**src/rtl/oclib_pkg.sv**
```systemverilog
// oclib_pkg: shared types and constants for the oclib CSR / byte-channel blocks.
//   bc_8b_bidi_s : one direction of an 8-bit byte channel plus the backpressure
//                  (ready) for the opposite direction.
//   csr_32_s     : CSR request (read, write, address, wdata), 66 bits.
//   csr_32_fb_s  : CSR feedback (rdata, ready, error), 34 bits.
package oclib_pkg;

  typedef struct packed {
    logic [7:0] data;
    logic       valid;
    logic       ready;
  } bc_8b_bidi_s;

  typedef struct packed {
    logic        read;
    logic        write;
    logic [31:0] address;
    logic [31:0] wdata;
  } csr_32_s;

  typedef struct packed {
    logic [31:0] rdata;
    logic        ready;
    logic        error;
  } csr_32_fb_s;

  // Default response timeout for the CSR-to-BC bridge, in clock cycles.
  localparam int          CsrToBcTimeoutDefault = 1024;
  // Read data reported when a remote never answers.
  localparam logic [31:0] CsrTimeoutRdata       = 32'hDEAD_DEAD;

endpackage

```
**src/rtl/oclib_words_to_bc_bidi.sv**
```systemverilog
// oclib_words_to_bc_bidi: generic word <-> byte-channel converter.
//   Serializer  : takes one WordOutWidth-bit word (wordOutValid/wordOutReady),
//                 sends it LSB byte first on bcOut, zero-padding the last byte.
//                 wordOutDone pulses on the cycle the final byte transfers.
//   Deserializer: while wordInReady is high, collects LSB-first bytes from bcIn;
//                 wordInValid pulses (combinationally) on the cycle the final
//                 byte transfers, with wordIn holding the assembled word.
//                 Bytes arriving while wordInReady is low are accepted and dropped.
//   bcReadyNext : next-cycle value of bcOut.ready (our acceptance of bcIn bytes).
// Ports: clock, reset (async, active-high), wordOut*, wordIn*, bcReadyNext,
//        bcOut, bcIn.
module oclib_words_to_bc_bidi
  import oclib_pkg::*;
#(
  parameter type BcType       = oclib_pkg::bc_8b_bidi_s,
  parameter int  WordOutWidth = 66,
  parameter int  WordInWidth  = 34
) (
  input  logic                    clock,
  input  logic                    reset,
  input  logic [WordOutWidth-1:0] wordOut,
  input  logic                    wordOutValid,
  output logic                    wordOutReady,
  output logic                    wordOutDone,
  output logic [WordInWidth-1:0]  wordIn,
  output logic                    wordInValid,
  input  logic                    wordInReady,
  input  logic                    bcReadyNext,
  output BcType                   bcOut,
  input  BcType                   bcIn
);

  localparam int OutBytes = (WordOutWidth + 7) / 8;
  localparam int InBytes  = (WordInWidth + 7) / 8;
  localparam int OutPadW  = OutBytes * 8;
  localparam int InPadW   = InBytes * 8;
  localparam int OutCntW  = (OutBytes > 1) ? $clog2(OutBytes) : 1;
  localparam int InCntW   = (InBytes > 1) ? $clog2(InBytes) : 1;

  logic [OutPadW-1:0] txPadded_s;
  logic [OutPadW-9:0] txShift_r;     // bytes still to send after the current one
  logic [OutCntW-1:0] txCnt_r;
  logic [7:0]         txData_r;
  logic               txValid_r;
  logic               txXfer_s;
  logic               txLast_s;

  logic [InPadW-9:0]  rxShift_r;     // bytes received so far, newest at the top
  logic [InCntW-1:0]  rxCnt_r;
  logic               rxReady_r;
  logic               rxXfer_s;
  logic               rxLast_s;
  logic [InPadW-1:0]  rxAssembled_s;
  logic               unused_s;

  assign txPadded_s   = OutPadW'(wordOut);
  assign txXfer_s     = txValid_r && bcIn.ready;
  assign txLast_s     = (txCnt_r == OutCntW'(OutBytes - 1));
  assign wordOutReady = !txValid_r;
  assign wordOutDone  = txXfer_s && txLast_s;

  // Serializer: load a word, then shift one byte out per accepted transfer.
  always_ff @(posedge clock or posedge reset) begin
    if (reset) begin
      txShift_r <= '0;
      txCnt_r   <= '0;
      txData_r  <= 8'h00;
      txValid_r <= 1'b0;
    end else if (txValid_r) begin
      if (bcIn.ready) begin
        if (txLast_s) begin
          txCnt_r   <= '0;
          txData_r  <= 8'h00;
          txValid_r <= 1'b0;
        end else begin
          txCnt_r   <= txCnt_r + OutCntW'(1);
          txData_r  <= txShift_r[7:0];
          txShift_r <= txShift_r >> 8;
        end
      end else begin
        txCnt_r <= txCnt_r;          // stalled: data and valid hold
      end
    end else if (wordOutValid) begin
      txShift_r <= txPadded_s[OutPadW-1:8];
      txData_r  <= txPadded_s[7:0];
      txCnt_r   <= '0;
      txValid_r <= 1'b1;
    end else begin
      txValid_r <= 1'b0;
    end
  end

  assign rxXfer_s      = bcIn.valid && rxReady_r;
  assign rxLast_s      = (rxCnt_r == InCntW'(InBytes - 1));
  assign rxAssembled_s = {bcIn.data, rxShift_r};
  assign wordIn        = rxAssembled_s[WordInWidth-1:0];
  assign wordInValid   = rxXfer_s && wordInReady && rxLast_s;

  // Deserializer: collect bytes only while the consumer is waiting for a word.
  always_ff @(posedge clock or posedge reset) begin
    if (reset) begin
      rxShift_r <= '0;
      rxCnt_r   <= '0;
      rxReady_r <= 1'b1;
    end else begin
      rxReady_r <= bcReadyNext;
      if (!wordInReady) begin
        rxCnt_r <= '0;               // discard anything outside a response window
      end else if (rxXfer_s) begin
        rxShift_r <= rxAssembled_s[InPadW-1:8];
        rxCnt_r   <= rxLast_s ? '0 : (rxCnt_r + InCntW'(1));
      end else begin
        rxCnt_r <= rxCnt_r;
      end
    end
  end

  assign bcOut.data  = txData_r;
  assign bcOut.valid = txValid_r;
  assign bcOut.ready = rxReady_r;

  // Pad bits of the received word carry no information.
  assign unused_s = ^rxAssembled_s;

endmodule

```
**src/rtl/oclib_csr_to_bc.sv**
```systemverilog
// oclib_csr_to_bc: CSR initiator-side bridge onto an 8-bit bidirectional byte
// channel. One request from the local master is serialized (LSB byte first,
// 9 bytes), the 5-byte response is collected and reported on csrFb with a
// single-cycle ready pulse. A Hold state waits for the master to drop
// read/write so a held request is never reissued. read&&write together is
// rejected locally with error=1 and nothing is sent.
// Ports: clock; reset (async, active-high); csr (request in); csrFb (feedback
//        out); bcOut (request bytes out, ready = our acceptance of bcIn);
//        bcIn (response bytes in, ready = remote acceptance of bcOut).
// Optional build macro OC_CSR_TO_BC_TIMEOUT_EN: abort WaitResp after
// TimeoutCycles idle cycles with error=1, rdata=32'hDEAD_DEAD.
module oclib_csr_to_bc
  import oclib_pkg::*;
#(
  parameter type BcType        = oclib_pkg::bc_8b_bidi_s,
  parameter type CsrType       = oclib_pkg::csr_32_s,
  parameter type CsrFbType     = oclib_pkg::csr_32_fb_s,
  parameter int  TimeoutCycles = CsrToBcTimeoutDefault
) (
  input  logic     clock,
  input  logic     reset,
  input  CsrType   csr,
  output CsrFbType csrFb,
  output BcType    bcOut,
  input  BcType    bcIn
);

  localparam int CsrWidth   = $bits(CsrType);
  localparam int CsrFbWidth = $bits(CsrFbType);

  localparam logic [2:0] StIdle     = 3'd0;
  localparam logic [2:0] StSendReq  = 3'd1;
  localparam logic [2:0] StWaitResp = 3'd2;
  localparam logic [2:0] StAck      = 3'd3;
  localparam logic [2:0] StHold     = 3'd4;

  logic [2:0]            state_r;
  logic [2:0]            stateNext_s;
  CsrFbType              csrFb_r;
  CsrFbType              fbNext_s;
  CsrFbType              respFb_s;
  logic                  wordOutValid_s;
  logic                  wordOutReady_s;
  logic                  wordOutDone_s;
  logic [CsrFbWidth-1:0] wordIn_s;
  logic                  wordInValid_s;
  logic                  wordInReady_s;
  logic                  bcReadyNext_s;
  logic                  timeout_s;
  logic                  unused_s;

  assign respFb_s = CsrFbType'(wordIn_s);

  // Next-state and next-feedback decode for the CSR transaction FSM.
  always_comb begin
    stateNext_s    = state_r;
    fbNext_s       = csrFb_r;
    fbNext_s.ready = 1'b0;
    wordOutValid_s = 1'b0;
    wordInReady_s  = 1'b0;
    case (state_r)
      StIdle: begin
        if (csr.read ^ csr.write) begin
          wordOutValid_s = 1'b1;
          if (wordOutReady_s) begin
            stateNext_s = StSendReq;
          end else begin
            stateNext_s = StIdle;
          end
        end else if (csr.read && csr.write) begin
          // Ambiguous request: answer locally, never touch the channel.
          stateNext_s    = StAck;
          fbNext_s.ready = 1'b1;
          fbNext_s.error = 1'b1;
          fbNext_s.rdata = 32'h0000_0000;
        end else begin
          stateNext_s = StIdle;
        end
      end
      StSendReq: begin
        if (wordOutDone_s) begin
          stateNext_s = StWaitResp;
        end else begin
          stateNext_s = StSendReq;
        end
      end
      StWaitResp: begin
        wordInReady_s = 1'b1;
        if (wordInValid_s) begin
          stateNext_s    = StAck;
          fbNext_s.ready = 1'b1;
          fbNext_s.rdata = respFb_s.rdata;
          fbNext_s.error = respFb_s.error;
        end else if (timeout_s) begin
          stateNext_s    = StAck;
          fbNext_s.ready = 1'b1;
          fbNext_s.rdata = CsrTimeoutRdata;
          fbNext_s.error = 1'b1;
        end else begin
          stateNext_s = StWaitResp;
        end
      end
      StAck: begin
        stateNext_s = StHold;
      end
      StHold: begin
        if (!csr.read && !csr.write) begin
          stateNext_s = StIdle;
        end else begin
          stateNext_s = StHold;
        end
      end
      default: begin
        stateNext_s = StIdle;
      end
    endcase
    // Response bytes are refused only while the feedback pulse is out.
    bcReadyNext_s = (stateNext_s != StAck);
  end

  // FSM state and registered CSR feedback.
  always_ff @(posedge clock or posedge reset) begin
    if (reset) begin
      state_r <= StIdle;
      csrFb_r <= '0;
    end else begin
      state_r <= stateNext_s;
      csrFb_r <= fbNext_s;
    end
  end

`ifdef OC_CSR_TO_BC_TIMEOUT_EN
  logic [31:0] timer_r;
  logic        byteInXfer_s;

  assign byteInXfer_s = bcIn.valid && bcOut.ready;
  assign timeout_s    = !byteInXfer_s && (timer_r == 32'(TimeoutCycles - 1));

  // Response timer: zero outside WaitResp, counts idle WaitResp cycles.
  always_ff @(posedge clock or posedge reset) begin
    if (reset) begin
      timer_r <= 32'h0000_0000;
    end else if (state_r != StWaitResp) begin
      timer_r <= 32'h0000_0000;
    end else if (!byteInXfer_s) begin
      timer_r <= timer_r + 32'h0000_0001;
    end else begin
      timer_r <= timer_r;
    end
  end
`else
  // No timeout hardware: always false; TimeoutCycles kept for a common interface.
  assign timeout_s = (TimeoutCycles < 0);
`endif

  oclib_words_to_bc_bidi #(
    .BcType      (BcType),
    .WordOutWidth(CsrWidth),
    .WordInWidth (CsrFbWidth)
  ) uWords (
    .clock       (clock),
    .reset       (reset),
    .wordOut     (csr),
    .wordOutValid(wordOutValid_s),
    .wordOutReady(wordOutReady_s),
    .wordOutDone (wordOutDone_s),
    .wordIn      (wordIn_s),
    .wordInValid (wordInValid_s),
    .wordInReady (wordInReady_s),
    .bcReadyNext (bcReadyNext_s),
    .bcOut       (bcOut),
    .bcIn        (bcIn)
  );

  assign csrFb = csrFb_r;

  // The remote's own ready bit inside the response frame is not meaningful here.
  assign unused_s = respFb_s.ready;

endmodule

```
**config.mk**
```make
export PLATFORM = sky130hd
export DESIGN_NAME = oclib_csr_to_bc
export DESIGN_NICKNAME = d
export VERILOG_FILES = /design/src/rtl/oclib_pkg.sv /design/src/rtl/oclib_words_to_bc_bidi.sv /design/src/rtl/oclib_csr_to_bc.sv
export SDC_FILE = /design/constraint.sdc
export NUM_CORES = 1
export LEC_CHECK = 0
export BUFFER_PORTS_ARGS = -buffer_cell sky130_fd_sc_hd__buf_2
export CORE_ASPECT_RATIO = 2
export CORE_MARGIN = 2
export CORE_UTILIZATION = 40
export CTS_CLUSTER_DIAMETER = 50
export DETAILED_ROUTE_END_ITERATION = 7
export RECOVER_POWER = 25
export REMOVE_ABC_BUFFERS = 1
export SETUP_SLACK_MARGIN = 0.15
export SLEW_MARGIN = 20
export SYNTH_ARGS = -nofsm -noshare
export SYNTH_HDL_FRONTEND = slang
export SYNTH_SLANG_ARGS = --single-unit
```
**constraint.sdc**
```tcl
create_clock -name clock -period 7.05 [get_ports clock]
set_input_delay 1.41 -clock clock [delete_from_list [all_inputs] [get_ports clock]]
set_output_delay 1.41 -clock clock [all_outputs]
set_load 0.01 [all_outputs]
```
# Yosys cells after proc, flatten, opt, wreduce, memory -nomap -nowiden
# Cells that the tools add are included.
# totals
reg_bits	150
input_bits	78
output_inout_bits	44
# classes
add_sub_neg	2
n_eq_ne	13
muxes	33
bitwise_logic	1
reduce_logical	16
# op_table
op	n
$mux W64	4
$mux W34	3
$pmux W34 S2	1
$mux W8	4
$mux W4	4
$mux W3	5
$pmux W3 S5	1
$ne A2 B2 Y1 const B	5
$mux W1	9
$logic_and A1 B1 Y1	7
$eq A3 B2 Y1 const B	2
$eq A3 B3 Y1 const B	2
$add A4 B1 Y4 const B	1
$eq A4 B4 Y1 const B	1
$mux W2	2
$reduce_and A2 Y1	2
$reduce_and A4 Y1	1
$reduce_bool A2 Y1	2
$add A3 B1 Y3 const B	1
$eq A3 B1 Y1 const B	1
$logic_not A3 Y1	1
$ne A3 B2 Y1 const B	1
$reduce_and A3 Y1	1
$logic_not A1 Y1	2
other kinds (2)	2

# Longest topological paths before layout
# Gate-level depths: netlist of the first run.
# logic_depth
ltp_word	7
ltp_mapped	8

# By module
# Synthesis of the first run repeated with hierarchy kept, for this count alone.
# hier_totals
cells_unflattened	461
hier_area_um2	6316.1
# by_module_without_submodules
module	n_inst	cells_each	area_each_um2
oclib_words_to_bc_bidi	1	354	4850.9
oclib_csr_to_bc	1	107	1465.2

# Least setup slack after synthesis of the first run
# Ideal clock, no wire load.
# synth_timing
kind	in2reg
startpoint	input csr[64] (netlist bit)
endpoint	register uWords.txShift_r[11]
setup_time_ps	127
t_arrival_ps	3015
setup_slack_ps	3908
stages	7
path_buffers	2
path_cell_list	inv_1 ha_1 or4b_4 o22ai_2 buf_6 buf_6 mux2_1
# synth_between
elab_chain_cells	5
# synth_lines
element	line	text
start, declared	oclib_csr_to_bc.sv:22	input CsrType csr,
$xor A1 B1 Y1	oclib_csr_to_bc.sv:63	if (csr.read ^ csr.write) begin
$mux W1	oclib_csr_to_bc.sv:63	
$mux W1	oclib_csr_to_bc.sv:61	case (state_r)
$reduce_bool A2 Y1 (no line)	-	
$reduce_and A3 Y1 (no line)	-	
end signal, assigned	oclib_words_to_bc_bidi.sv:78	txShift_r <= txShift_r >> 8;
end signal, assigned	oclib_words_to_bc_bidi.sv:84	txShift_r <= txPadded_s[OutPadW-1:8];
end, declared	oclib_words_to_bc_bidi.sv:41	logic [OutPadW-9:0] txShift_r;
# No other way between the ends.
# A chain may end at the register's enable or synchronous reset.

==> results of run 1 <==
-- logic make-up (layout without fill, tap and decap cells) --
group           count (synthesis)  in the layout  share of synthesized area, %
flops                         143            143                         53.04
simple gates                   78             78                         6.489
compound gates                 69             69                         7.342
mux                           140            140                         25.03
fa+ha+maj                       7              7                         1.298
xor+xnor                        1              1                        0.1298
buf+inv                        94            213                         6.674
-- worst min path at each step --
stage	from	end	slack, ns
2_1_floorplan	uWords.txShift_r[10]	uWords.txShift_r[10]	0.45
3_3_place_gp	uWords.txShift_r[14]	uWords.txShift_r[14]	0.46
3_5_place_dp	uWords.txShift_r[8]	uWords.txShift_r[8]	0.47
4_1_cts	uWords.txShift_r[11]	uWords.txShift_r[11]	0.49
5_1_grt	uWords.txShift_r[14]	uWords.txShift_r[14]	0.50
6_report	uWords.txShift_r[13]	uWords.txShift_r[13]	0.49
-- state kept, by name (all words and copies together), names as in the netlist --
register          cells
uWords.rxReady_r      1
uWords.txShift_r     58
csrFb                34
uWords.txData_r       8
uWords.txValid_r      1
uWords.rxShift_r     31
uWords.txCnt_r        4
uWords.rxCnt_r        3
state_r               3
-- power groups by stage --
stage	clock (mW)	sequential, mW	combinational (mW)
floorplan	0	1.36	0.698
global placement	0	1.36	0.977
detailed placement	0	1.37	1.01
CTS	0.951	1.36	1.01
global route	0.986	1.41	1.10
finish	0.923	1.36	0.996
-- metrics by stage --
step	hold slack, ns	util, %	std cells
2_1_floorplan	0.4523	-	492
3_3_place_gp	0.4616	44.61	827
3_5_place_dp	0.4741	44.61	827
4_1_cts	0.4904	48.22	858
5_1_grt	0.5044	48.16	858
6_report	0.4879	48.16	858
-- cell usage after synthesis (4+ instances only) --
master    instances
dfrtp_1         142
mux2_2           94
inv_1            54
nand3_1          35
o31ai_1          34
mux2_4           30
clkbuf_1         21
mux2_1           16
nand2_1          13
o21ai_0           8
o22ai_1           8
buf_4             7
ha_1              7
buf_2             6
or3b_1            6
nor2_1            5
a21oi_1           4
-- layout make-up --
type	count	area, um2	share of cell area [%]
Clock buffer	18	439.2	5.466
Clock inverter	13	162.7	2.025
Inverter	54	203.9	2.539
Multi-Input combinational cell	295	2734	34.03
Sequential cell	143	3583	44.60
Tap cell	207	259.0	3.224
Timing Repair Buffer	128	651.9	8.114
-- per-layer routing --
layer / up-vias / track usage, % / wire [um] / share of wire, %
li1: 2080 / - / - / -
met1: 2236 / 19.44 / 5840 / 40
met2: 106 / 29.94 / 7775 / 54
met3: 18 / 3.736 / 606 / 4.2
met4: 0 / 6.429 / 265 / 1.8
met5: - / 0 / 0 / 0
==> results.toml, run 1 <==
[detailed_routing]
firstDrtPassIters = 4
via_per_inst = 5.175
wirelength_um = 14490
ant_nets = 0
wl_per_cell_um = 16.89
via_count = 4440
drc = 0
drtIter0Drc = 107

[synthesis]
synth_edf_count = 0
postSynthAreaPerCell_um2 = 12.69
yosysWarnings = 0
seq_area_frac_synth_pct = 53.04
synth-seq-cells = 143
synth_top_area_share_pct = 52.65
syn_area_um2 = 6749
yosysTopAreaCell = "dfrtp_1"
syn_inst = 532
synthTopCellsByArea = "dfrtp_1 (53%), mux2_2 (16%), mux2_4 (6.7%)"
netlist-cell-type-count = 51
synth-main-ff-cell = "dfrtp_1"
synthArstFlopShare_pct = 100.0

[clocking]
cts_tree = "done"
cts-resized-gates = 0
hold_buffers = 0
cts_buffers = 17
cts.htree.levels = 4
clkSinkCount = 143
clkTransAtPathRegs_ns = 0.06
cts_root_buf = "clkbuf_16"
post-cts-setup-buffers = 0
cts_buffer_depth = 2
worstSkewPairLatency_ns = 0.42

[min_path]
hp-class = "reg -> reg"
hold_depth = 1

[power_and_ir_drop]
p_int_mw = 2.261
pwr-share-clk_pct = 28.1
swShare_pct = 31.11
total_power_mw = 3.282
p_leak_nw = 3.931
seqPwrFrac_pct = 41.5
pwr-share-comb_pct = 30.4
powerDensity_nw_per_um2 = 408.5
switchingPower_mw = 1.021
ir_drop_uv = 246.9

[place]
dp_hpwl_um = 9713
placed_cell_area_um2 = 7442
gp_congestion = 0.7958
numPortBuffers = 121
dp_slack_ns = 2.732

[cells_and_area]
final_nets = 724
antenna_cells = 0
stdcell_area_um2 = 8034
area_growth_pct = 19.04
final_cell_mix = "dfrtp_1 (141), buf_2 (119), mux2_2 (94)"
final_common_cell = "dfrtp_1"
drive_above_1_share_pct = 44.39
fillers = 1491

[timing]
tightest_slew_ns = 3.113
rsz0062_at_grt = "false"
post-route-period-util_pct = 57.35
timing_hold_violations_final = 0
tns_ns = 0
skew_ns = 0.007288
fin_ws_ns = 3.007
timing.final.crit_period_ns = 4.043
drv_slew = 105
maxSlewHeadroom_pct = -108.7
maxClockFrequency_mhz = 247.3
final-setup-viol-count = 0

[floorplanning]
dieArea_um2 = 17990
die_h_um = 187.7
core.rowCount = 67
io_pins = 122
initial_core_util_pct = 40.46
core_area_um2 = 16680
die_x_um = 95.85

[setup_path]
cp.required_ns = 7.35
arrival_ns = 4.34
critPathLaunchType = "input port"
slowest_stage = "clkinvlp_2"
reg2regPathDepth = 4
path_depth = 3
critPathTopFamily = "buffers and inverters"
crit_buf_inv = 3
r2r_start = "uWords.txValid_r"
worstSetupEndpoint = "uWords.txValid_r"
slowest_delay_ns = 1.75
rr_endpoint = "uWords.txShift_r[48]"
crit_start = "reset"
path_cells = "buf_2 > clkinvlp_2 > buf_4"
end_kind = "asynchronous set/reset pin"
regToRegSetupSlack_ns = 3.67
path_max_fanout = 72
critPathKind = "in -> async"

[global_routing]
antenna_found_initial = 0
gr-total-overflow = 0
grt_max_degree = 86
gr-usage-all-layers_pct = 16.95
grt_pass1_wl_um = 23650
grt_pass1_vias = 4703

[status]
status = "finished with violations"
violations = "max-capacitance violations, max-slew violations"

[flow_run]
cap_violations = 2
Power figures use the tool's default switching activity.
==> run 2, diff against run 1 <==
--- a/config.mk
+++ b/config.mk
@@ -5,6 +5,7 @@
 export SDC_FILE = /design/constraint.sdc
 export NUM_CORES = 1
 export LEC_CHECK = 0
+export ABC_AREA = 1
 export BUFFER_PORTS_ARGS = -buffer_cell sky130_fd_sc_hd__buf_2
 export CORE_ASPECT_RATIO = 2
 export CORE_MARGIN = 2
==> constraint.sdc (replaced) <==
create_clock -name clock -period 4.2 [get_ports clock]
set_input_delay 0.84 -clock clock [delete_from_list [all_inputs] [get_ports clock]]
set_output_delay 0.84 -clock clock [all_outputs]
set_load 0.01 [all_outputs]
==> run 2 against run 1 <==
  * The run still ends with max-capacitance violations, max-slew violations left
  * Worst setup slack got worse by 1.5 ns
  * Critical path type is now reg -> out
  * Critical endpoint is now bcOut[1]
  * Highest routed layer unchanged
  * Synthesized cell count is 57% higher
  * Register-to-register slack worse by 2.0 ns
  * First-iteration DRC count is 64% higher
==> results.toml, run 2 <==
[setup_path]
crit_start = "uWords.txValid_r"
reg2regPathDepth = 9
critPathLaunchType = "register"
cp.required_ns = 3.36
rr_endpoint = "csrFb[33]"
path_max_fanout = 57
end_kind = "primary output"
arrival_ns = 1.80
r2r_start = "uWords.rxCnt_r[0]"
critPathKind = "reg -> out"
regToRegSetupSlack_ns = 1.71
worstSetupEndpoint = "bcOut[1]"

[cells_and_area]
seqCellArea_um2 = 3581
largest_reg_flops = 58
top_register = "uWords.txShift_r"
final_cell_mix = "nand2_1 (434), dfrtp_1 (141), buf_2 (119)"
drive_above_1_share_pct = 17.99
multi_input_area_um2 = 2599
antenna_cells = 0
final_common_cell = "nand2_1"
fillers = 1716
area_growth_pct = 19.82
final_nets = 1018

[synthesis]
synthArstFlopShare_pct = 100.0
netlist-cell-type-count = 24
yosysWarnings = 0
syn_inst = 837
syn_area_um2 = 6548
synthTopCellsByArea = "dfrtp_1 (54%), nand2_1 (25%), nand3_1 (8.9%)"
seq_area_frac_synth_pct = 54.67
yosysTopAreaCell = "dfrtp_1"
postSynthAreaPerCell_um2 = 7.823
synth-main-ff-cell = "dfrtp_1"
synth_edf_count = 0
netlist_top_cells_count = "nand2_1 (435), dfrtp_1 (142), nand3_1 (116)"
synth_most_common_cell = "nand2_1"
synth-seq-cells = 143
synth_top_area_share_pct = 54.27

[global_routing]
grt_pass1_wl_um = 25950
antenna_found_initial = 0
gr-total-overflow = 0
grt_max_degree = 89
gr-usage-all-layers_pct = 18.63
grt_pass1_vias = 5412

[detailed_routing]
via_count = 5578
ant_nets = 0
wl_per_cell_um = 13.44
wirelength_um = 15440
drtIter0Drc = 176
firstDrtPassIters = 5
drc = 0
via_per_inst = 4.855

[status]
violations = "max-capacitance violations, max-slew violations"
status = "finished with violations"

[power_and_ir_drop]
switchingPower_mw = 1.481
pwr-share-comb_pct = 22.7
p_int_mw = 3.137
swShare_pct = 32.07
total_power_mw = 4.618
seqPwrFrac_pct = 42.9
powerDensity_nw_per_um2 = 588.6
pwr-share-clk_pct = 34.5
ir_drop_uv = 316.5
p_leak_nw = 4.509

[timing]
drv_slew = 88
post-route-period-util_pct = 62.94
timing.final.crit_period_ns = 2.643
whs_ns = 0.4707
final-setup-viol-count = 0
skew_ns = 0.009380
maxClockFrequency_mhz = 378.3
tightest_slew_ns = 1.900
timing_hold_violations_final = 0
maxSlewHeadroom_pct = -26.92
rsz0062_at_grt = "false"

[clocking]
cts-resized-gates = 0
cts_root_buf = "clkbuf_16"
cts_buffers = 17
worstSkewPairLatency_ns = 0.41
cts_buffer_depth = 2
clkSinkCount = 143
cts.htree.levels = 4
clkTransAtPathRegs_ns = 0.06
post-cts-setup-buffers = 0
cts_tree = "done"
hold_buffers = 0

[floorplanning]
core.rowCount = 66
initial_core_util_pct = 40.45
core_area_um2 = 16190
die_h_um = 184.9
io_pins = 122
dieArea_um2 = 17470
die_x_um = 94.47

[place]
gp_congestion = 0.7438
numPortBuffers = 121
dp_hpwl_um = 9824

[min_path]
hp-class = "reg -> reg"

[flow_run]
cap_violations = 1
[run 2: kinds of logic (layout without fill, tap and decap cells)]
group	after synthesis	after routing	synth area share (%)
DFF	143	143	54.67
adders and majority gates	7	7	1.338
AOI/OAI and AO/OA	33	33	2.542
buffers and inverters	80	188	5.714
xor gates and xnor gates	3	3	0.4014
and+or+nand+nor	571	571	35.33
[run 2: final cells by class]
type	instances	share of cell area, %
Timing Repair Buffer	131	8.804
Sequential cell	143	45.65
Clock buffer	19	5.518
Tap cell	204	3.254
Inverter	26	1.292
Multi-Input combinational cell	614	33.13
Clock inverter	12	2.360
[run 2: worst min path at each step]
stage,startpoint,to,slack (ns),depth (start not counted)
3_5_place_dp,uWords.rxShift_r[14],uWords.rxShift_r[14],0.46,2
4_1_cts,uWords.rxShift_r[13],uWords.rxShift_r[13],0.47,2
6_report,uWords.rxShift_r[10],uWords.rxShift_r[10],0.47,2
5_1_grt,uWords.rxShift_r[11],uWords.rxShift_r[11],0.49,2
3_3_place_gp,uWords.rxShift_r[11],uWords.rxShift_r[11],0.45,2
2_1_floorplan,uWords.rxShift_r[10],uWords.rxShift_r[10],0.44,2
[run 2: per-stage QoR]
| step | TNS, ns | cell area [um2] | cells | setup WS (ns) | util, % |
|---|---|---|---|---|---|
| after global routing | 0 | 7845 | 1149 | 1.461 | 48.47 |
| after CTS | 0 | 7849 | 1149 | 1.531 | 48.49 |
| after floorplan | -74.11 | 6271 | 783 | -0.4763 | - |
| final | 0 | 7845 | 1149 | 1.557 | 48.47 |
| after detailed placement | 0 | 7231 | 1118 | 1.422 | 44.67 |
| after global placement | 0 | 7231 | 1118 | 1.430 | 44.67 |
[run 2: worst max-delay path: stages (launching register included)]
cell and delay (ns):
dfrtp_2 0.55, buf_4 0.57, buf_2 0.24
[run 2: power by group through the flow]
stage,clock [mW],combinational [mW],sequential [mW]
2_1_floorplan,0,0.737,1.98
3_3_place_gp,0,1.05,1.99
3_5_place_dp,0,1.07,2.00
4_1_cts,1.63,1.07,1.98
5_1_grt,1.68,1.24,2.03
6_report,1.59,1.05,1.98
[run 2: routing by layer]
layer  track usage [%]  vias to the layer above  part of all wire, %
li1                  -                     2818                    -
met1             22.84                     2607                   42
met3             4.028                       12                  5.5
met4             5.913                        0                  1.1
met2             32.34                      141                   52
met5                 0                        -                    0
